File: src/rtl/mem_arbiter.sv
`default_nettype none
// ============================================================================
// Module   : mem_arbiter
// Purpose  : N-master memory arbiter. Collects per-master requests, grants
//            one master at a time (fixed priority or round-robin) and drives a
//            single memory port with a ready handshake. Every transfer runs
//            IDLE -> BUSY -> RESP, so a zero-wait memory serves one request
//            every three cycles.
// Ports    : HCLK    - clock, rising edge
//            HRESET  - synchronous active-low reset
//            HTRANS  - per-master request, held until that master's HREADY
//            HADDR   - packed per-master addresses (master i at i*ADDR_WIDTH)
//            HWRITE  - per-master write enable
//            HWDATA  - packed per-master write data (master i at i*DATA_WIDTH)
//            HREADY  - one-cycle completion pulse to the served master
//            HRDATA  - read data, broadcast, valid while HREADY pulses
//            stall   - per-master pipeline hold
//            PVALID  - memory request valid
//            PADDR   - memory address
//            PWRITE  - memory write enable
//            PDATA   - memory write data
//            PREADY  - memory accepts/completes the current request
//            PRDATA  - memory read data, valid with PREADY
// Revision : 1.0 - initial release
// ============================================================================
module mem_arbiter #(
   parameter int NUM_MASTERS = 2,
   parameter int ADDR_WIDTH  = 64,
   parameter int DATA_WIDTH  = 64,
   parameter int RR_MODE     = 0
) (
   input  logic                              HCLK,
   input  logic                              HRESET,
   input  logic [NUM_MASTERS-1:0]            HTRANS,
   input  logic [NUM_MASTERS*ADDR_WIDTH-1:0] HADDR,
   input  logic [NUM_MASTERS-1:0]            HWRITE,
   input  logic [NUM_MASTERS*DATA_WIDTH-1:0] HWDATA,
   output logic [NUM_MASTERS-1:0]            HREADY,
   output logic [DATA_WIDTH-1:0]             HRDATA,
   output logic [NUM_MASTERS-1:0]            stall,
   output logic                              PVALID,
   output logic [ADDR_WIDTH-1:0]             PADDR,
   output logic                              PWRITE,
   output logic [DATA_WIDTH-1:0]             PDATA,
   input  logic                              PREADY,
   input  logic [DATA_WIDTH-1:0]             PRDATA
);

   localparam int IDX_W = (NUM_MASTERS > 1) ? $clog2(NUM_MASTERS) : 1;
   localparam logic [IDX_W-1:0] LAST_IDX = IDX_W'(NUM_MASTERS - 1);

   typedef enum logic [1:0] {
      IDLE = 2'd0,
      BUSY = 2'd1,
      RESP = 2'd2
   } state_t;

   state_t                  state;
   state_t                  state_nxt;
   logic [IDX_W-1:0]        grant;
   logic [IDX_W-1:0]        last_grant;
   logic [IDX_W-1:0]        win_idx;
   logic                    win_found;
   logic [NUM_MASTERS-1:0]  grant_onehot;
   logic [ADDR_WIDTH-1:0]   sel_addr;
   logic                    sel_write;
   logic [DATA_WIDTH-1:0]   sel_wdata;

   // Winner search. Fixed priority starts at master 0; round-robin starts
   // just after the last granted master and wraps around.
   always_comb begin
      int start;
      int cand;
      win_found = 1'b0;
      win_idx   = '0;
      start     = (RR_MODE != 0) ? int'(last_grant) + 1 : 0;
      if (start >= NUM_MASTERS) begin
         start = 0;
      end
      for (int off = 0; off < NUM_MASTERS; off++) begin
         cand = start + off;
         if (cand >= NUM_MASTERS) begin
            cand = cand - NUM_MASTERS;
         end
         if (!win_found && HTRANS[IDX_W'(cand)]) begin
            win_found = 1'b1;
            win_idx   = IDX_W'(cand);
         end
      end
   end

   // Request fields of the winning master.
   always_comb begin
      sel_addr  = '0;
      sel_write = 1'b0;
      sel_wdata = '0;
      for (int i = 0; i < NUM_MASTERS; i++) begin
         if (win_idx == IDX_W'(i)) begin
            sel_addr  = HADDR[i*ADDR_WIDTH +: ADDR_WIDTH];
            sel_write = HWRITE[i];
            sel_wdata = HWDATA[i*DATA_WIDTH +: DATA_WIDTH];
         end
      end
   end

   always_comb begin
      grant_onehot        = '0;
      grant_onehot[grant] = 1'b1;
   end

   // Only the master being acknowledged is released; everyone else with a
   // live request keeps stalling.
   assign stall = HTRANS & ~((state == RESP) ? grant_onehot : '0);

   always_ff @(posedge HCLK) begin
      if (!HRESET) begin
         state <= IDLE;
      end else begin
         state <= state_nxt;
      end
   end

   always_comb begin
      state_nxt = state;
      case (state)
         IDLE:    if (win_found) state_nxt = BUSY;
         BUSY:    if (PREADY)    state_nxt = RESP;
         RESP:    state_nxt = IDLE;
         default: state_nxt = IDLE;
      endcase
   end

   // Memory port and response registers. PREADY is only looked at in BUSY;
   // RESP performs no arbitration so the served master can retire its request.
   always_ff @(posedge HCLK) begin
      if (!HRESET) begin
         PVALID     <= 1'b0;
         PADDR      <= '0;
         PWRITE     <= 1'b0;
         PDATA      <= '0;
         HREADY     <= '0;
         HRDATA     <= '0;
         grant      <= '0;
         last_grant <= LAST_IDX;
      end else begin
         case (state)
            IDLE: begin
               if (win_found) begin
                  PVALID     <= 1'b1;
                  PADDR      <= sel_addr;
                  PWRITE     <= sel_write;
                  PDATA      <= sel_wdata;
                  grant      <= win_idx;
                  last_grant <= win_idx;
               end
            end
            BUSY: begin
               if (PREADY) begin
                  HRDATA <= PRDATA;
                  PVALID <= 1'b0;
                  HREADY <= grant_onehot;
               end
            end
            RESP: begin
               HREADY <= '0;
            end
            default: begin
               HREADY <= '0;
            end
         endcase
      end
   end

endmodule
`default_nettype wire

File: config.mk
export PLATFORM = sky130hd
export DESIGN_NAME = mem_arbiter
export DESIGN_NICKNAME = d
export VERILOG_FILES = /design/src/rtl/mem_arbiter.sv
export SDC_FILE = /design/constraint.sdc
export NUM_CORES = 1
export LEC_CHECK = 0
export ABC_AREA = 1
export CAP_MARGIN = 20
export CORE_AREA = 10 10 195 197
export CTS_BUF_LIST = sky130_fd_sc_hd__clkbuf_16
export DETAILED_ROUTE_END_ITERATION = 12
export DIE_AREA = 0 0 205 207
export PLACE_DENSITY = 0.59
export SLEW_MARGIN = 20
export SYNTH_ARGS = -nofsm -noshare
export SYNTH_HDL_FRONTEND = slang
export SYNTH_SLANG_ARGS = --single-unit
File: constraint.sdc
create_clock -name HCLK -period 2.08 [get_ports HCLK]
set_input_delay 0.208 -clock HCLK [delete_from_list [all_inputs] [get_ports HCLK]]
set_output_delay 0.208 -clock HCLK [all_outputs]
set_load 0.01 [all_outputs]
Word-level counts from Yosys, hierarchy flattened
Index checks and enable logic that the tools add are counted.
{"block": "word_totals", "reg_bits": 198, "input_bits": 327, "out_inout_bits": 198}
{"block": "classes", "eq_ne": 4, "reduce_logical": 7, "n_bitwise": 3, "n_mux": 10}
{"operator": "2-bit one-hot mux with 2 select lines", "count": 2}
{"operator": "2-bit AND reduction", "count": 4}
{"operator": "2-bit 2-to-1 mux", "count": 3}
{"operator": "1-bit 2-to-1 mux", "count": 4}
{"operator": "2-bit inequality test (second input constant)", "count": 2}
{"operator": "3-bit AND reduction", "count": 1}
{"operator": "2-bit bitwise AND", "count": 1}
{"operator": "2-bit by 1-bit == test with 1-bit output (second input constant)", "count": 1}
{"operator": "2-bit == test (second input constant)", "count": 1}
{"operator": "2-bit logical NOT", "count": 1}
{"operator": "1-bit NOT with 2-bit output", "count": 1}
{"operator": "1-bit one-hot mux with 2 select lines", "count": 1}
{"operator": "2-bit nonzero test", "count": 1}
{"operator": "1-bit NOT", "count": 1}

Depth between registers and ports, before layout
{"block": "logic_depth", "ltp_word": 4, "ltp_mapped": 7, "ltp_nobuf": 5}

Worst setup path before layout
OpenSTA, ideal clock, no wires.
{"block": "synth_timing", "path_kind": "register to register", "from": "reg state[0]", "to": "reg PDATA[47]", "arrival_ns": 0.994, "slack_ns": 0.971, "required_time_ns": 1.965, "period_less_slack_ns": 1.109, "path_stages_with_launch": 7, "path_buffers": 2, "path_cell_list": "dfxtp_1 > nor2_4 > buf_2 > buf_2 > nand3b_1 > nand2_1 > nor2_1"}
{"block": "synth_via", "elab_chain_len": 2}
{"element": "from (decl)", "line": "58", "rtl": "state_t state;"}
{"element": "from (signal assigned)", "line": "119", "rtl": "state <= state_nxt;"}
{"element": "2-bit logical NOT", "line": "146", "rtl": "case (state)"}
{"element": "2-bit AND reduction (no line)"}
{"element": "to (signal assigned)", "line": "152", "rtl": "PDATA <= sel_wdata;"}
{"element": "to (decl)", "line": "44", "rtl": "output logic [DATA_WIDTH-1:0] PDATA,"}
No other way between the ends.
A chain may end at the register's enable or synchronous reset.

Final worst setup path
{"block": "layout_timing", "from": "reg state[0]", "to": "out stall[0]"}
{"block": "layout_via", "elab_chain_len": 4}
{"element": "2-bit == test", "line": "113", "rtl": "assign stall = HTRANS & ~((state == RESP) ? grant_onehot : '0);"}
{"element": "1-bit 2-to-1 mux", "line": "113"}
{"element": "1-bit NOT with 2-bit output", "line": "113"}
{"element": "2-bit bitwise AND", "line": "113"}
{"element": "to (decl)", "line": "40", "rtl": "output logic [NUM_MASTERS-1:0] stall,"}
No other way between the ends.

==> summary.txt <==
Clock network
  – Post-CTS setup buffer count: 0
  – Number of gates given a new drive strength after cts: 0
  – Clock Root Buffer: sky130_fd_sc_hd__clkbuf_16
  – Number of H-tree levels: 4
  – Clock transition time at the flip-flop clock pins of the worst setup and hold paths: 0.07 ns
  – TritonCTS clock tree: yes
  – Number of sinks driven by the clock tree: 197
  – Number of buffers added by the clock tree synthesis step: 17
  – Maximum buffer depth of the clock tree: 2
  – CTS hold repair buffers: 0
  – Clock insertion delay at the later pin of the skew report: 0.45 ns

Worst setup path
  – CP top delay family: buffers and inverters
  – Maximum net fanout on the critical path: 4
  – Maximum single-stage delay on the critical path: 0.59 ns
  – Crit path kind: reg -> out
  – Signal arrival time at the worst endpoint: 1.69 ns
  – Slowest cell on crit path: sky130_fd_sc_hd__clkdlybuf4s50_1
  – Critical path launch point type: flip-flop
  – Sum of buffers and inverters on the critical path: 1
  – Path length in cells of the critical path: 2
  – CP endpoint kind: output pin
  – Worst Path Required: 1.87 ns
  – Worst Reg2Reg Path Length in Cells: 6
  – Crit path cell chain: o21a_1, clkdlybuf4s50_1

Global route
  – Leftover overflow at the end of global routing: 0
  – Antenna violations before repair: 1
  – Global-route wire length before repair: 46.2 mm
  – GRT Overall Usage: 13.7%
  – Vias in the first global route: 8025
  – Largest net degree at the start of global routing: 139

Place
  – Setup slack after placement: 0.526 ns
  – Number of buffer cells added on primary ports: 392
  – Number of placed instances, taps included: 1916
  – Placed wire-length estimate: 22.4 mm
  – DP Area: 12600 um^2
  – Gp weighted congestion: 0.760

Min path
  – Cell count of the worst hold path: 3
  – Worst min-delay path category: in -> reg

STA
  – Max_slew headroom: 59.8%
  – Period utilisation layout: 91.2%
  – Hold Violations, Final: 0
  – Clock tree skew after final layout: 0.00527 ns
  – Peak Freq: 527 MHz
  – Min Clock Period, post-route: 1.90 ns
  – RSZ-0062 raised after global routing: no
  – Final WS setup: 0.183 ns
  – Transition time at the pin with the least slew margin: 0.602 ns
  – Final setup violating endpoints: 0
  – Final sum of negative setup slack: 0 ns
  – Worst-case hold slack: 0.139 ns
  – Number of slew-limit violations in the final report: 0

Synthesis
  – Flops & latches, synth: 197
  – Post-synthesis adder-cell area fraction: 0%
  – Synthesized netlist net count: 1469
  – Warnings, synthesis: 0
  – Xor/xnor cell area share of the yosys netlist: 0%
  – Synthesized-area fraction occupied by ao, oa, aoi and oai cells: 8.07%
  – Mean area per synthesized cell: 7.25 um^2
  – Synth Area in Simple Gates: 35.5%
  – Largest family of logic cells by synthesized area: simple AND/OR/NAND/NOR gates
  – Number of cells produced by synthesis: 1142
  – Unique masters post-synth: 15
  – Total standard cell area after synthesis: 8280 um^2
  – Portion of netlist area occupied by mux cells: 0%
  – Share of synthesized area occupied by flip-flops and latches: 47.6%

Cells and area
  – Commonest cells after routing, fill and taps aside: sky130_fd_sc_hd__clkdlybuf4s50_1, sky130_fd_sc_hd__nand2_1, sky130_fd_sc_hd__nor2_1
  – Net count of the finished layout: 1807
  – Fraction of layout instances using a drive strength above 1: 3.68%
  – Post-route cell area: 13100 um^2
  – Non-filler instance count after layout: 1949
  – Relative area change from synthesis to final layout: 58.6%
  – Leading cell type in the layout, fill and taps excluded: sky130_fd_sc_hd__clkdlybuf4s50_1
  – Number of filler cells placed in the layout: 3538
  – Post-route core utilization: 38.5%

Floorplanning
  – Initial Util: 24.3%
  – I/O pins: 525
  – Placement row count: 68
  – Height of the die: 207 um
  – Width of the die: 205 um
  – Full die area: 42400 um^2
  – Standard cell core area: 34100 um^2

Power and ir drop
  – Total power: 9.57 mW
  – Power density relative to cell area: 729 nW/um^2
  – Lkg Pwr: 5.59 nW
  – Worst VDD drop: 0.558 mV

Routing
  – Post-detailed-route via-to-cell ratio: 4.30
  – Final wirelength: 30.7 mm
  – Routed via count: 8377
  – Number of design rule violations left after detail routing: 0
  – Avg WL per Cell: 15.7 um
  – Pre-antenna DRT Iters: 5
  – DRC violation total after the first TritonRoute iteration: 324
  – Remaining antenna violation count after routing: 0

Status
  – Result of the run: complete, no violations

Run
  – Max-capacitance violation count: 0
[synth_stat cells (all sizes together)]
library cell	number	area [um^2]
nand2	260	976
inv	66	248
o21a	1	7.51
nand3b	130	976
conb	1	3.75
nand3	1	10.0
nor2	259	980
buf	80	417
dfxtp	197	3940
a21oi	132	661
clkbuf	15	56.3
[final timing paths]
path	from	end	slack, ns
worst max-delay path	state[0]	stall[0]	0.18
worst min-delay path	HRESET	HRDATA[0]	0.14
worst max register to register	state[0]	PADDR[22]	0.58
worst min register to register	PVALID	PVALID	0.47
[metal layers]
metal	global-route usage, %	vias up	routed length [um]
met1	15.8	3784	13100
li1	-	4249	-
met3	8.16	25	4220
met2	20.8	319	12900
met4	4.17	0	470
met5	0	-	0
[state kept, by name (all words and copies together) (netlist names)]
name and cells:
state 2, HRDATA 64, PVALID 1, HREADY 1, PADDR 64, PDATA 64, PWRITE 1
[cells by family after synthesis]
group	count (synthesis)
AND/OR/NAND/NOR	650
flip-flops	197
buffers and inverters	161
AO/OA/AOI/OAI	133
other	1
[worst min-delay path, delay by kind of cell]
kind                   cells  cell delay, ns
AND/OR/NAND/NOR            2            0.14
buffers and inverters      1            0.19
[final cells by class]
type | count | area [um^2] | area share [%]
timing repair buffer | 414 | 4210 | 32.0
sequential | 197 | 3940 | 30.0
multi-input combinational | 784 | 3620 | 27.6
tap | 455 | 569 | 4.34
clock buffer | 17 | 425 | 3.24
inverter | 66 | 248 | 1.89
clock inverter | 15 | 114 | 0.867
antenna | 1 | 2.50 | 0.0191
[report_power, final]
part           internal (mW)  leakage [nW]  total (mW)  switching [mW]
clock network           1.64         0.277        3.16            1.52
registers               4.07          1.63        4.23           0.155
logic                   1.18          3.68        2.18           0.995
total                   6.89          5.59        9.57            2.67
(Power assumes the default switching activity.)
==> RTL edit 1 (same settings) <==
`RR_MODE`: 0 -> 1.
--- a/src/rtl/mem_arbiter.sv
+++ b/src/rtl/mem_arbiter.sv
@@ -28,5 +28,5 @@
    parameter int ADDR_WIDTH  = 64,
    parameter int DATA_WIDTH  = 64,
-   parameter int RR_MODE     = 0
+   parameter int RR_MODE     = 1
 ) (
    input  logic                              HCLK,
Formal check against the unedited RTL: no difference found for any inputs over 4 cycles, from zero or initial values and one cycle with HRESET low; that may be too few to reach the edited logic, so the function may still have changed.
==> RTL edit 1 against the unedited design <==
Area after synthesis increased by 21%; register-to-register slack worse by 200 ps; sequential cell count rose by 3; worst setup slack improved by 11 ps; sequential power up 2%; design area up 24%; routed wire length grew 39%; power up 9.2%; first-iteration DRC count up 49%.
==> RTL edit 1: results (changes against the unedited design) <==
synth:
  synthTopCellsByArea: "dfxtp_1 (40%), nand2_1 (19%), inv_1 (11%), or2_2 (8.1%), a21oi_1 (8.1%)"
  avgSynthCellArea_sq_um: 6.17  # -15%
  yosysMostFrequentCell: "nand2_1"
  synth_cell_types: 16  # +1
  ys_warn_count: 0  # unchanged
  async_flop_share: 0  # unchanged
  syn_nets: 1950  # +33%
  yosys-top-cells-count: "nand2_1 (498), inv_1 (300), nor2_1 (202)"
  synth_flop_cell: "dfxtp_1"
  synth_seq_area_share: 0.400  # -0.0763
  synth_edf_count: 0  # unchanged
pwr:
  ir_worst_vdd_v: 0.000568  # +1.8%
  p_leak_nw: 7.69  # +38%
routing:
  vias: 10882  # +30%
  dr.first_iter.drc_count: 484  # +49%
  post_drt_via_cell_ratio: 4.24  # -1.4%
  dr.pass1.iters: 5  # unchanged
  wl_per_cell_um: 16.6  # +5.7%
clock_network:
  cts_setup_buffers: 0  # unchanged
  post_cts_resized: 0  # unchanged
  insertion_delay_ps: 460
  clk_path_buf_depth: 2  # unchanged
  holdBufCountCts: 0  # unchanged
  cts_max_level: 4  # unchanged
  cts_buffers: 17  # unchanged
  cts.clk_slew.worst_paths_ps: 70  # about the same
  cts_root_buffer: "clkbuf_16"
place:
  port-buffer-count: 524  # +34%
  pre_cts_slack_ps: 191  # -336 ps
  place_hpwl_mm: 32.3  # +44%
  place_area_sq_um: 15700  # +25%
  place_inst: 2532  # +32%
  place_congestion: 0.815  # +7.2%
worst_hold_path:
  hp-class: "in -> reg"
  worstHoldPathCells: 3  # unchanged
grt:
  gr-usage-all-layers: 0.193  # +0.0557
  grt_max_degree: 131  # -5.8%
  antenna_found_initial: 3  # +2
  grt_pass1_wl_mm: 63.9  # +38%
timing:
  tightest_slew_ps: 707  # +104 ps
  skew_ps: 7.84  # +2.56 ps
worst_setup_path:
  arrival_ps: 1680
  r2r_cells: 6  # unchanged
  critPathMaxFanout: 4  # unchanged
  cpMaxStageDelayCell: "clkdlybuf4s50_1"
  cp_slowest_stage_delay_ps: 680  # +90 ps
run_status:
  outcome: "finished, final reports clean"
layout:
  multi_input_area_sq_um: 4450  # +23%
  top_regs: "HRDATA: 64 flops, PADDR: 64 flops, PDATA: 64 flops"
  nets: 2423  # +34%
  layout-drive-gt1-share: 0.0906  # +0.0537
  nFillCells: 3483  # -1.6%
-- RTL edit 1: worst paths after layout --
path | from | endpoint | slack, ps
worst min-delay path | HRESET | PDATA[44] | 200
worst min register to register | HRDATA[33] | HRDATA[33] | 460
worst max-delay path | HTRANS[0] | stall[0] | 190
worst max register to register | state[0] | HRDATA[57] | 380
-- RTL edit 1: power breakdown --
| group | internal [W] | total (W) | leakage (nW) | switching [W] |
|---|---|---|---|---|
| Sequential | 0.00414 | 0.00430 | 1.65 | 0.000159 |
| Clock | 0.00170 | 0.00330 | 0.273 | 0.00159 |
| Combinational | 0.00154 | 0.00285 | 5.77 | 0.00131 |
-- RTL edit 1: cell type report --
type,instances,share of cell area
multi-input combinational,1027,0.273
sequential,200,0.246
clock buffer,18,0.0276
inverter,301,0.0693
tap,455,0.0349
antenna,3,0.000461
timing repair buffer,549,0.342
clock inverter,14,0.00668
-- RTL edit 1: cell families (layout without fill, tap and decap cells) --
logic type	count (synthesis)	after routing	share of synthesized area
and+or+nand+nor	864	864	0.361
buffers and inverters	396	882	0.157
DFF	200	200	0.400
AOI/OAI and AO/OA	163	163	0.0815
other	0	3	0
-- RTL edit 1: routing by layer --
metal	routed length, um	track usage	vias to the layer above	part of all wire
met2	20900	0.337	373	0.49
met4	771	0.0576	0	0.018
met3	4490	0.0846	40	0.11
li1	-	-	5640	-
met1	16500	0.204	4829	0.39
met5	0	0	-	0
-- RTL edit 1: worst max-delay path, delay by kind of cell --
kind / cells / cell delay (ps)
buf+inv: 3 / 1310
compound gates: 1 / 160
-- RTL edit 1: metrics by stage --
stage               hold slack (ps)  power (W)
floorplan                       343    0.00564
global placement                446    0.00722
detailed placement              454    0.00726
CTS                             170     0.0106
global route                    196     0.0110
finish                          197     0.0104
==> RTL edit 2 (same flow settings) <==
Without the edit above. Encoding of `state_t`: now one-hot (3 bits for 3 states).
--- a/src/rtl/mem_arbiter.sv
+++ b/src/rtl/mem_arbiter.sv
@@ -50,8 +50,8 @@
    localparam logic [IDX_W-1:0] LAST_IDX = IDX_W'(NUM_MASTERS - 1);
 
-   typedef enum logic [1:0] {
-      IDLE = 2'd0,
-      BUSY = 2'd1,
-      RESP = 2'd2
+   typedef enum logic [2:0] {
+      IDLE = 3'b001,
+      BUSY = 3'b010,
+      RESP = 3'b100
    } state_t;
 
Function: same outputs for any inputs over 4 cycles, from zero or initial values and one cycle with HRESET low; so few cycles prove little.
==> RTL edit 2 against the unedited design <==
Area after synthesis rose by 2.8%; global-route usage increased by 1.1 points; worst setup slack got worse by 58 ps; synthesized cell count increased by 12%; sequential share of layout area down 0.74 points; first-iteration DRC count increased by 20%; core utilization is 1.2 points higher; design area increased by 3.1%; sequential cell count is 1 higher; power increased by 5.1%; via count grew 5.2%; die area did not move; routed wire length rose by 6.6%; largest power group unchanged.
==> RTL edit 2: results (changes against the unedited design) <==
timing:
  hold-worst-slack_ps: 185  # +45.3 ps
  fmax_ghz: 0.512  # -3.0%
  tightest_slew_ps: 700  # +97.8 ps
  skew_ps: 10.4  # +5.12 ps
grt:
  grt_max_degree: 132  # -5.0%
  gr-usage-all-layers: 0.148  # +0.0105
  grtUsageMet1: 0.165  # +0.00675
  antenna_found_initial: 0  # -1
  grt_util_met3: 0.0769  # -0.00468
  grt.met2_usage: 0.238  # +0.0301
  grt_pass1_vias: 8560  # +6.7%
  grt_pass1_wl_mm: 49.7  # +7.7%
routing:
  vias: 8810  # +5.2%
  wl_mm: 32.7  # +6.6%
  wl_per_cell_um: 15.6  # -1.1%
  dr.pass1.iters: 8  # +3
synth:
  syn_nets: 1611  # +9.7%
  synth_compound_area_frac: 0.00279  # -0.0779
  synthTopCellsByArea: "dfxtp_1 (47%), nor2_1 (17%), nand2_1 (12%), nand4_1 (9.5%), inv_1 (8.8%)"
  yosys-top-cells-count: "nor2_1 (390), nand2_1 (262), inv_1 (199)"
  synth_cell_types: 18  # +3
  postSynthCellCount: 1284  # +12%
  ys_ff_latch: 198  # +0.51%
place:
  place_area_sq_um: 12900  # +2.9%
  pre_cts_slack_ps: 334  # -193 ps
  place_congestion: 0.791  # +4.1%
  place_inst: 2068  # +7.9%
  place_hpwl_mm: 24.0  # +7.0%
layout:
  multi_input_gates: 791  # +0.89%
  buf_share: 0.320  # -0.000813
  layout-drive-gt1-share: 0.0401  # +0.00328
  final-seq-area_sq_um: 3970  # +0.54%
  antennaDiodeCount: 0  # -1
  multi_input_area_share: 0.246  # -0.0293
  nFillCells: 3594  # +1.6%
  multi_input_area_sq_um: 3340  # -7.9%
  clk_share: 0.0434  # +0.00228
  nets: 1959  # +8.4%
  inv_count: 200  # +200%
worst_setup_path:
  arrival_ps: 1750  # +60 ps
  critPathMaxFanout: 13  # +9
  cp_slowest_stage_delay_ps: 610  # +20 ps
  endpoint: "stall[0]"
  r2r_slack_ps: 400  # -180 ps
  regToRegStartpoint: "state[1]"
  r2r_end: "PDATA[61]"
pwr:
  p_leak_nw: 6.38  # +14%
  ir_worst_vdd_v: 0.000544  # -2.4%
clock_network:
  post_cts_resized: 1  # +1
run_status:
  outcome: "finished, final reports clean"
worst_hold_path:
  min_to: "PDATA[16]"
RTL edit 2: cell count changes after synthesis, sizes merged, moves of 8 or more:
| cell | change |
|---|---|
| inv | +134 |
| buf | -8 |
| a21oi | -130 |
| nor2 | +132 |
| clkbuf | +8 |
| nand4 | +129 |
| nand3b | -129 |
RTL edit 2: critical path: cells and delay by family (launching register included):
family	cells	cell delay, ps
flip-flops	1	400
buffers and inverters	2	720
AO/OA/AOI/OAI	1	180
RTL edit 2: power groups by stage:
stage                     Sequential [W]  Clock, W  Combinational (W)
after floorplan                  0.00448         0           0.000904
after global placement           0.00433         0            0.00239
after detailed placement         0.00435         0            0.00241
after CTS                        0.00426   0.00356            0.00242
after global routing             0.00430   0.00370            0.00260
final                            0.00426   0.00342            0.00238
RTL edit 2: layer usage:
metal | up-vias | wire, um | share of wire
met2 | 330 | 14800 | 0.45
met3 | 22 | 4080 | 0.13
met5 | - | 0 | 0
met4 | 0 | 476 | 0.015
met1 | 3901 | 13300 | 0.41
li1 | 4557 | - | -
